**config.mk**
```make
export PLATFORM = sky130hd
export DESIGN_NAME = key_led
export DESIGN_NICKNAME = d
export VERILOG_FILES = /design/src/rtl/key_led.sv
export SDC_FILE = /design/constraint.sdc
export NUM_CORES = 1
export LEC_CHECK = 0
export ABC_AREA = 1
export CAP_MARGIN = 10
export CORE_ASPECT_RATIO = 1.2
export CORE_MARGIN = 2
export CORE_UTILIZATION = 54
export DETAILED_ROUTE_END_ITERATION = 7
export GPL_TIMING_DRIVEN = 0
export MAX_ROUTING_LAYER = met4
export PLACE_DENSITY = 0.74
export SLEW_MARGIN = 20
export SYNTH_ARGS = -nofsm -noshare
export SYNTH_HDL_FRONTEND = slang
export SYNTH_SLANG_ARGS = --single-unit
```
**constraint.sdc**
```tcl
create_clock -name sclk -period 1.4 [get_ports sclk]
set_input_delay 0.21 -clock sclk [delete_from_list [all_inputs] [get_ports sclk]]
set_output_delay 0.21 -clock sclk [all_outputs]
set_load 0.02 [all_outputs]
```
**src/rtl/key_led.sv**
```systemverilog
// key_led: push-button front end -- synchronise, debounce press/release, toggle LED per press
//   sclk     in  system clock, all logic on posedge
//   s_rst_n  in  asynchronous active-low reset
//   key      in  raw active-low button, asynchronous to sclk, may bounce
//   led      out registered LED drive, toggles once per accepted press
module key_led #(
    parameter int DELAY_10MS = 500_000
) (
    input  logic sclk,
    input  logic s_rst_n,
    input  logic key,
    output logic led
);
    localparam int CNT_W = $clog2(DELAY_10MS + 1);
    localparam logic [CNT_W-1:0] LAST = CNT_W'(DELAY_10MS - 1);

    typedef enum logic [1:0] {IDLE, FILT_DN, DOWN, FILT_UP} state_t;

    logic [1:0]       sync_q;
    state_t           state_q, state_d;
    logic [CNT_W-1:0] cnt_q, cnt_d;
    logic             led_q, led_d;
    logic             key_s;

    assign key_s = sync_q[1];
    assign led   = led_q;

    always_ff @(posedge sclk or negedge s_rst_n) begin
        if (!s_rst_n) begin
            sync_q  <= 2'b11;
            state_q <= IDLE;
            cnt_q   <= '0;
            led_q   <= 1'b0;
        end else begin
            sync_q  <= {sync_q[0], key};
            state_q <= state_d;
            cnt_q   <= cnt_d;
            led_q   <= led_d;
        end
    end

    // The counter is cleared on every transition and in the stable states,
    // so it only ever advances while a candidate level holds.
    always_comb begin
        state_d = state_q;
        cnt_d   = '0;
        led_d   = led_q;
        case (state_q)
            IDLE:    if (!key_s) state_d = FILT_DN;
            FILT_DN: begin
                if (key_s) state_d = IDLE;
                else if (cnt_q == LAST) begin
                    state_d = DOWN;
                    led_d   = ~led_q;
                end else cnt_d = cnt_q + CNT_W'(1);
            end
            DOWN:    if (key_s) state_d = FILT_UP;
            FILT_UP: begin
                if (!key_s) state_d = DOWN;
                else if (cnt_q == LAST) state_d = IDLE;
                else cnt_d = cnt_q + CNT_W'(1);
            end
            default: state_d = IDLE;
        endcase
    end
endmodule

```
; ---- Word-level counts from Yosys, hierarchy flattened
; Index checks and enable logic that the tools add are counted.
[word_totals]
word_cells = 29
reg_bits = 24
[op_classes]
n_eq_ne = 8
mux = 11
bitwise_logic = 2
reduce_logical = 3
addsub = 1
[op_table]
columns = op, n
row1 = 19-bit 2-to-1 mux, 3
row2 = 19-bit case mux with 2 select lines, 1
row3 = 19-bit by 1-bit adder with 19-bit output (second input constant), 1
row4 = 19-bit == test (second input constant), 1
row5 = 2-bit 2-to-1 mux, 6
row6 = 2-bit case mux with 4 select lines, 1
row7 = 3-bit inequality test (second input constant), 2
row8 = 2-bit == test (second input constant), 2
row9 = 2-bit inequality test (second input constant), 2
row10 = 4-bit AND reduction, 1
row11 = 3-bit AND reduction, 1
row12 = 2-bit by 1-bit == test with 1-bit output (second input constant), 1
row13 = 2-bit zero test, 1
row14 = 1-bit inverter, 2

; ---- Depth between registers and ports, before layout
; Gate-level depths: netlist (run 1).
[depth]
word_depth = 4
ltp_mapped = 8

; ---- Worst setup path before layout (run 1)
; OpenSTA, ideal clock, no wires.
[synth_path]
path_kind = flip-flop to flip-flop
from = reg cnt_q[0]
to = reg cnt_q[8]
arrival_ns = 1.319
required_ns = 1.280
path_stages_with_launch = 8
setup_ns = 0.120
path_slack_ns = -0.039
cell_sequence = dfrtp_1 > ha_1 > nand2_2 > nor2_4 > nand3_2 > o21bai_4 > buf_6 > nor2_1
[synth_via]
elab_chain_len = 4
[synth_rtl]
columns = element, line
row1 = start: declaration, 21  ; logic [CNT_W-1:0] cnt_q, cnt_d;
row2 = start signal: assignment, 37  ; cnt_q <= cnt_d;
row3 = 19-bit by 1-bit adder with 19-bit output or 19-bit == test (tied branches), -
row4 = 19-bit 2-to-1 mux (*), "52, 60"
row5 = 19-bit 2-to-1 mux (on tied branches), "59, 51"
row6 = 19-bit case mux with 2 select lines (*), 48  ; case (state_q)
row7 = net cnt_d[8], 21
; The timed path passes the listed nets; every way through them passes the cells marked *.
; A chain may end at the register's enable or synchronous reset.

; ---- Final worst setup path (run 1)
[layout_path]
from = reg cnt_q[1]
to = reg cnt_q[7]
; The elaborated chain is that of the path after synthesis.

==> impl_metrics.ini, run 1 <==
[run_status]
status = finished, violations left
violations = negative setup slack

[detailed_routing]
avgRoutedWirePerCell_um = 12.6
drc_errors = 0
drtIter0Drc = 36
wl_mm = 3.18
dr_total_vias = 1293
antenna_left = 0
dr.pass1.iters = 4
viasPerCell = 5.13

[grt]
antenna_found_initial = 0
grt_pass1_wl_mm = 4.93
overflow = 0
grt_max_degree = 25
track_usage_pct = 22.8
grt_pass1_vias = 1196

[timing]
slew_headroom_pct = 64.9
tightest_slew_ns = 0.527
finalCriticalPeriod_ns = 1.50
final_min_period_over_clock_period_pct = 107
slew_violations = 0
postLayoutSetupSlackWorst_ns = -0.104
hold_viol = 0
max_freq_mhz = 665
rsz0062_at_grt = yes
fin_skew_ns = 0.00473
finalSetupViolCount = 22

[layout]
fin_nets = 224
area_delta_synth_final_pct = 22.3
layout_common_cells = nand2_1, nor2_1, inv_1, dfrtp_1, nor2_2
nFillCells = 222
utilization_pct = 68.4
drive_gt1_share_pct = 22.8
final_common_cell = nand2_1
multiInputGateArea_um2 = 797
register_area_um2 = 607
final_cells = 252
final_cell_area_um2 = 1710
diodes = 0

[die]
fp.coreArea_um2 = 2500
die_area_um2 = 3020
fp-row-count = 20
start_util_pct = 56.0
io_pins = 4
die_height_um = 59.8
die_w_um = 50.5

[clock_network]
path_clk_slew_ns = 0.12
cts_buffer_depth = 2
clkLatencyLatePin_ns = 0.31
numCtsBuffers = 3
cts_root_buf = clkbuf_4
cts_tree = built
numClockSinks = 24
htreeDepth = 1

[logic_synthesis]
seq_area_frac_synth_pct = 43.1
yosysUniqueCellTypes = 23
yosysWarningCount = 0
netlist_area_um2 = 1400
synth-seq-cells = 24
synthCells = 199
avgSynthCellArea_um2 = 7.04
syn-num-nets = 203

[placed_design]
hpwl_mm = 2.20
dp_cells = 235
gp_congestion = 0.913
numPortBuffers = 3
post_dp_cell_area_um2 = 1470

[pwr]
power_density_nw_per_um2 = 634
p_int_mw = 0.842
p_total_mw = 1.09
p_seq_share_pct = 65.3
switching_power_mw = 0.243
p_sw_share_pct = 22.4
comb_power_share_pct = 6.3
p_clk_share_pct = 28.4
p_leak_nw = 0.653
peakVddDrop_uv = 426

[worst_setup_path]
reg2reg_depth = 8
arrival_ns = 1.71
end_kind = flip-flop
path_class = flip-flop to flip-flop
critPathMaxFanout = 4
start_kind = flip-flop
cp.required_ns = 1.61

[min_path]
min_path_cells = 1
hold_path_class = input pin to flip-flop

[job]
cap_violations = 0
-- through the flow --
stage	hold slack [ns]	setup TNS [ns]	worst slack [ns]
after floorplan	-0.0856	-0.248	-0.0272
after global placement	0.346	-5.75	-0.244
after detailed placement	0.349	-7.45	-0.258
after CTS	0.281	-0.709	-0.0690
after global routing	0.289	-3.06	-0.165
final	0.291	-1.74	-0.104
-- metal layers --
layer	up-vias	part of all wire, %	GRT usage, %
met5	-	0	-
met1	603	40	26.4
met3	9	5.1	2.50
li1	645	-	-
met2	36	52	40.2
met4	0	2.8	9.65
-- worst max-delay path, cell delays in order, from the launching register on --
cell,delay (ns)
dfrtp_1,0.41
ha_4,0.16
nand2_4,0.05
nor2_4,0.14
buf_6,0.13
nand3_4,0.09
o21bai_4,0.21
buf_4,0.17
nor3_1,0.05
-- synthesized netlist by cell type --
cell / n / share of area [%]
nand3b_1: 1 / 0.54
o21ai_1: 1 / 0.36
xnor2_1: 2 / 1.3
nor2b_1: 1 / 0.45
dfstp_2: 2 / 3.8
nor2_1: 51 / 14
nor2_2: 6 / 2.7
a21oi_1: 3 / 1.1
nand3_1: 6 / 2.1
inv_1: 23 / 6.2
o21ai_0: 1 / 0.36
ha_1: 1 / 0.89
xor2_1: 5 / 3.1
o21bai_4: 1 / 1.3
nand4_1: 3 / 1.3
nand2_2: 2 / 0.89
nor2_4: 1 / 0.80
a21boi_0: 1 / 0.54
nand3_2: 1 / 0.71
nor3_1: 7 / 2.5
buf_6: 1 / 0.80
dfrtp_1: 22 / 39
nand2_1: 57 / 15
-- path summary, 6_finish.rpt --
path                       startpoint   endpoint  slack (ns)
setup / recovery             cnt_q[1]   cnt_q[7]       -0.10
hold / removal                    key  sync_q[0]        0.29
setup reg to reg             cnt_q[1]   cnt_q[7]       -0.10
hold reg to reg             sync_q[0]  sync_q[1]        0.37
max in group asynchronous     s_rst_n   cnt_q[0]        0.63
min in group asynchronous     s_rst_n  cnt_q[13]        0.39
-- sequential cells by signal, indices dropped and copies added, names as in the netlist, named ones only --
register  count
led           1
state_q       1
sync_q        2
cnt_q        19
-- power groups by stage --
stage          clock (mW)  sequential (mW)  combinational [mW]
2_1_floorplan           0            0.721              0.0237
3_3_place_gp            0            0.723              0.0472
3_5_place_dp            0            0.723              0.0482
4_1_cts             0.327            0.709              0.0628
5_1_grt             0.343            0.710              0.0757
6_report            0.308            0.709              0.0680
-- repair_timing --
item / CTS / global route
endpoints found under the setup margin: 23 / 22
pin swaps: 13 / 8
hold buffers: 0 / 1
hold endpoints to repair: 0 / 22
gates resized for setup: 13 / 22
cloned: 1 / 0
buffers inserted: 7 / 4
-- kinds of logic (layout without fill, tap and decap cells) --
family | Yosys count | in the layout | share of synthesized area, %
buffers and inverters | 24 | 44 | 6.97
and+or+nand+nor | 136 | 136 | 41.0
AOI/OAI and AO/OA | 7 | 7 | 3.66
DFF | 24 | 24 | 43.1
adders and majority gates | 1 | 1 | 0.894
xor gates and xnor gates | 7 | 7 | 4.38
-- layout make-up --
type / count / area share [%]
sequential: 24 / 35.5
inverter: 23 / 5.04
tap: 33 / 2.41
buffer: 1 / 0.658
timing repair buffer: 16 / 8.33
multi-input combinational: 151 / 46.6
clock buffer: 4 / 1.54
Power figures use the tool's default switching activity.
==> run 2, diff against run 1 <==
Settings changed: CORE_UTILIZATION 54 to 55, PLACE_DENSITY 0.74 to 0.72, RECOVER_POWER set to 100.
Clock period 1.4 ns to 1.6 ns, I/O delays scaled along.
==> run 2 against run 1 <==
  * The run now ends clean
  * Clock power fell by 7.1%
  * Flip-flop and latch count is the same
  * Via count down 3.2%
  * Register-to-register slack improved by 0.18 ns
  * Die area decreased by 1.7%
  * Global-route usage fell by 0.20 points
  * Critical endpoint is now cnt_q[2]
  * Largest power group unchanged
  * Highest routed layer unchanged
==> impl_metrics.ini, run 2 (synthesis results as in run 1) <==
[timing]
max_freq_mhz = 658
tightest_slew_ns = 0.599
fin_skew_ns = 0.00381
rsz0062_at_grt = no
setup_tns_ns = 0
hold_viol = 0
slew_violations = 0
final_min_period_over_clock_period_pct = 95.0
finalCriticalPeriod_ns = 1.52
postLayoutSetupSlackWorst_ns = 0.0792
slew_headroom_pct = 60.1
finalSetupViolCount = 0

[grt]
antenna_found_initial = 0
grt_max_degree = 25
grt_pass1_wl_mm = 4.95
track_usage_pct = 22.6
grt_pass1_vias = 1190
overflow = 0

[worst_setup_path]
crit_family = simple AND/OR/NAND/NOR gates
reg2reg_depth = 7
arrival_ns = 1.75
start_kind = flip-flop
path_buf_inv = 1
critPathMaxFanout = 5
cpPeakStageDelay_ns = 0.41
rr_endpoint = cnt_q[2]
end_kind = flip-flop
r2r_start = cnt_q[0]
cp.required_ns = 1.83
path_class = flip-flop to flip-flop
slowest_stage = dfrtp_2
path_cells = ha_4 > nand2_2 > nor2_4 > nand3_2 > o21bai_4 > clkbuf_4 > nor3_1
r2r_slack_ns = 0.08

[detailed_routing]
avgRoutedWirePerCell_um = 12.1
dr_total_vias = 1251
drc_errors = 0
drtIter0Drc = 49
wl_mm = 2.98
viasPerCell = 5.09
antenna_left = 0
dr.pass1.iters = 4

[clock_network]
cts_tree = built
clkLatencyLatePin_ns = 0.32
cts_buffer_depth = 2
path_clk_slew_ns = 0.13
numClockSinks = 24
htreeDepth = 1
numCtsBuffers = 3
cts_root_buf = clkbuf_4

[layout]
fin_nets = 218
diodes = 0
largest_register_ffs = 19
layout_common_cells = nand2_1, nor2_1, inv_1, dfrtp_1, nor3_1
final_common_cell = nand2_1
final_cell_area_um2 = 1560
largest_registers = cnt_q: 19 flops, sync_q: 2 flops
drive_gt1_share_pct = 11.7
largest-register = cnt_q
nFillCells = 223
area_delta_synth_final_pct = 11.2
final_cells = 246

[die]
die_area_um2 = 2970
fp-row-count = 20
start_util_pct = 56.5
die_height_um = 59.3
fp.coreArea_um2 = 2480
io_pins = 4
die_w_um = 50.1

[pwr]
p_sw_share_pct = 23.4
peakVddDrop_uv = 419
switching_power_mw = 0.224
p_leak_nw = 0.599
comb_power_share_pct = 5.6
p_seq_share_pct = 64.7
power_density_nw_per_um2 = 616
p_int_mw = 0.735
p_clk_share_pct = 29.8

[job]
cap_violations = 0

[placed_design]
gp_congestion = 0.936
numPortBuffers = 3
place_ws_ns = -0.122
dp_cells = 235
hpwl_mm = 2.20
post_dp_cell_area_um2 = 1470

[min_path]
hold_path_startpoint = sync_q[0]
min_to = sync_q[1]
hold_path_class = flip-flop to flip-flop
min_path_cells = 0

[run_status]
status = completed
[run 2: cell types whose count changed in the layout (fill, tap and decap cells not counted), sizes merged]
cell / delta
clkbuf: +3
buf: -8
clkdlybuf4s50: -1
dlygate4sd2: -1
dlygate4sd3: +1
[run 2: what timing repair did]
item | in CTS | in global routing
setup endpoints to repair | 16 | 15
gates cloned | 0 | 1
hold buffers | 0 | 1
buffers inserted | 1 | 4
pin swaps | 0 | 2
hold endpoints to repair | 0 | 22
resized for setup | 1 | 5
[run 2: worst max path at each step]
stage               startpoint        end  slack [ns]  cells after the start
global placement      cnt_q[0]   cnt_q[0]       -0.06                      7
CTS                   cnt_q[0]  cnt_q[10]        0.03                      7
floorplan             cnt_q[0]   cnt_q[8]        0.16                      7
finish                cnt_q[0]   cnt_q[2]        0.08                      7
detailed placement    cnt_q[0]   cnt_q[0]       -0.12                      7
global route          cnt_q[0]   cnt_q[2]        0.01                      7
[run 2: through the flow]
step	utilization, %	hold slack (ns)	total power, mW
finish	62.8	0.365	0.959
global route	62.8	0.370	0.996
CTS	60.8	0.304	0.956
detailed placement	59.4	0.348	0.675
global placement	59.4	0.345	0.673
floorplan	-	-0.0556	0.652
[run 2: layout make-up]
cell class                 instances  area, um2  area share [%]
sequential                        24        604            38.8
buffer                             1       11.3           0.723
tap                               33       41.3            2.65
inverter                          23       86.3            5.55
timing repair buffer              10       77.6            4.98
multi-input combinational        151        709            45.6
clock buffer                       4       26.3            1.69
[run 2: power by group through the flow]
stage,sequential [mW],clock [mW],combinational (mW)
2_1_floorplan,0.631,0,0.0207
3_3_place_gp,0.632,0,0.0411
3_5_place_dp,0.633,0,0.0426
4_1_cts,0.620,0.289,0.0472
5_1_grt,0.622,0.314,0.0609
6_report,0.620,0.286,0.0535
[run 2: layer usage]
layer	share of wire (%)	GRT usage (%)
met1	46	25.8
met5	0	-
met4	2.4	11.1
met3	2.5	3.03
met2	49	38.9
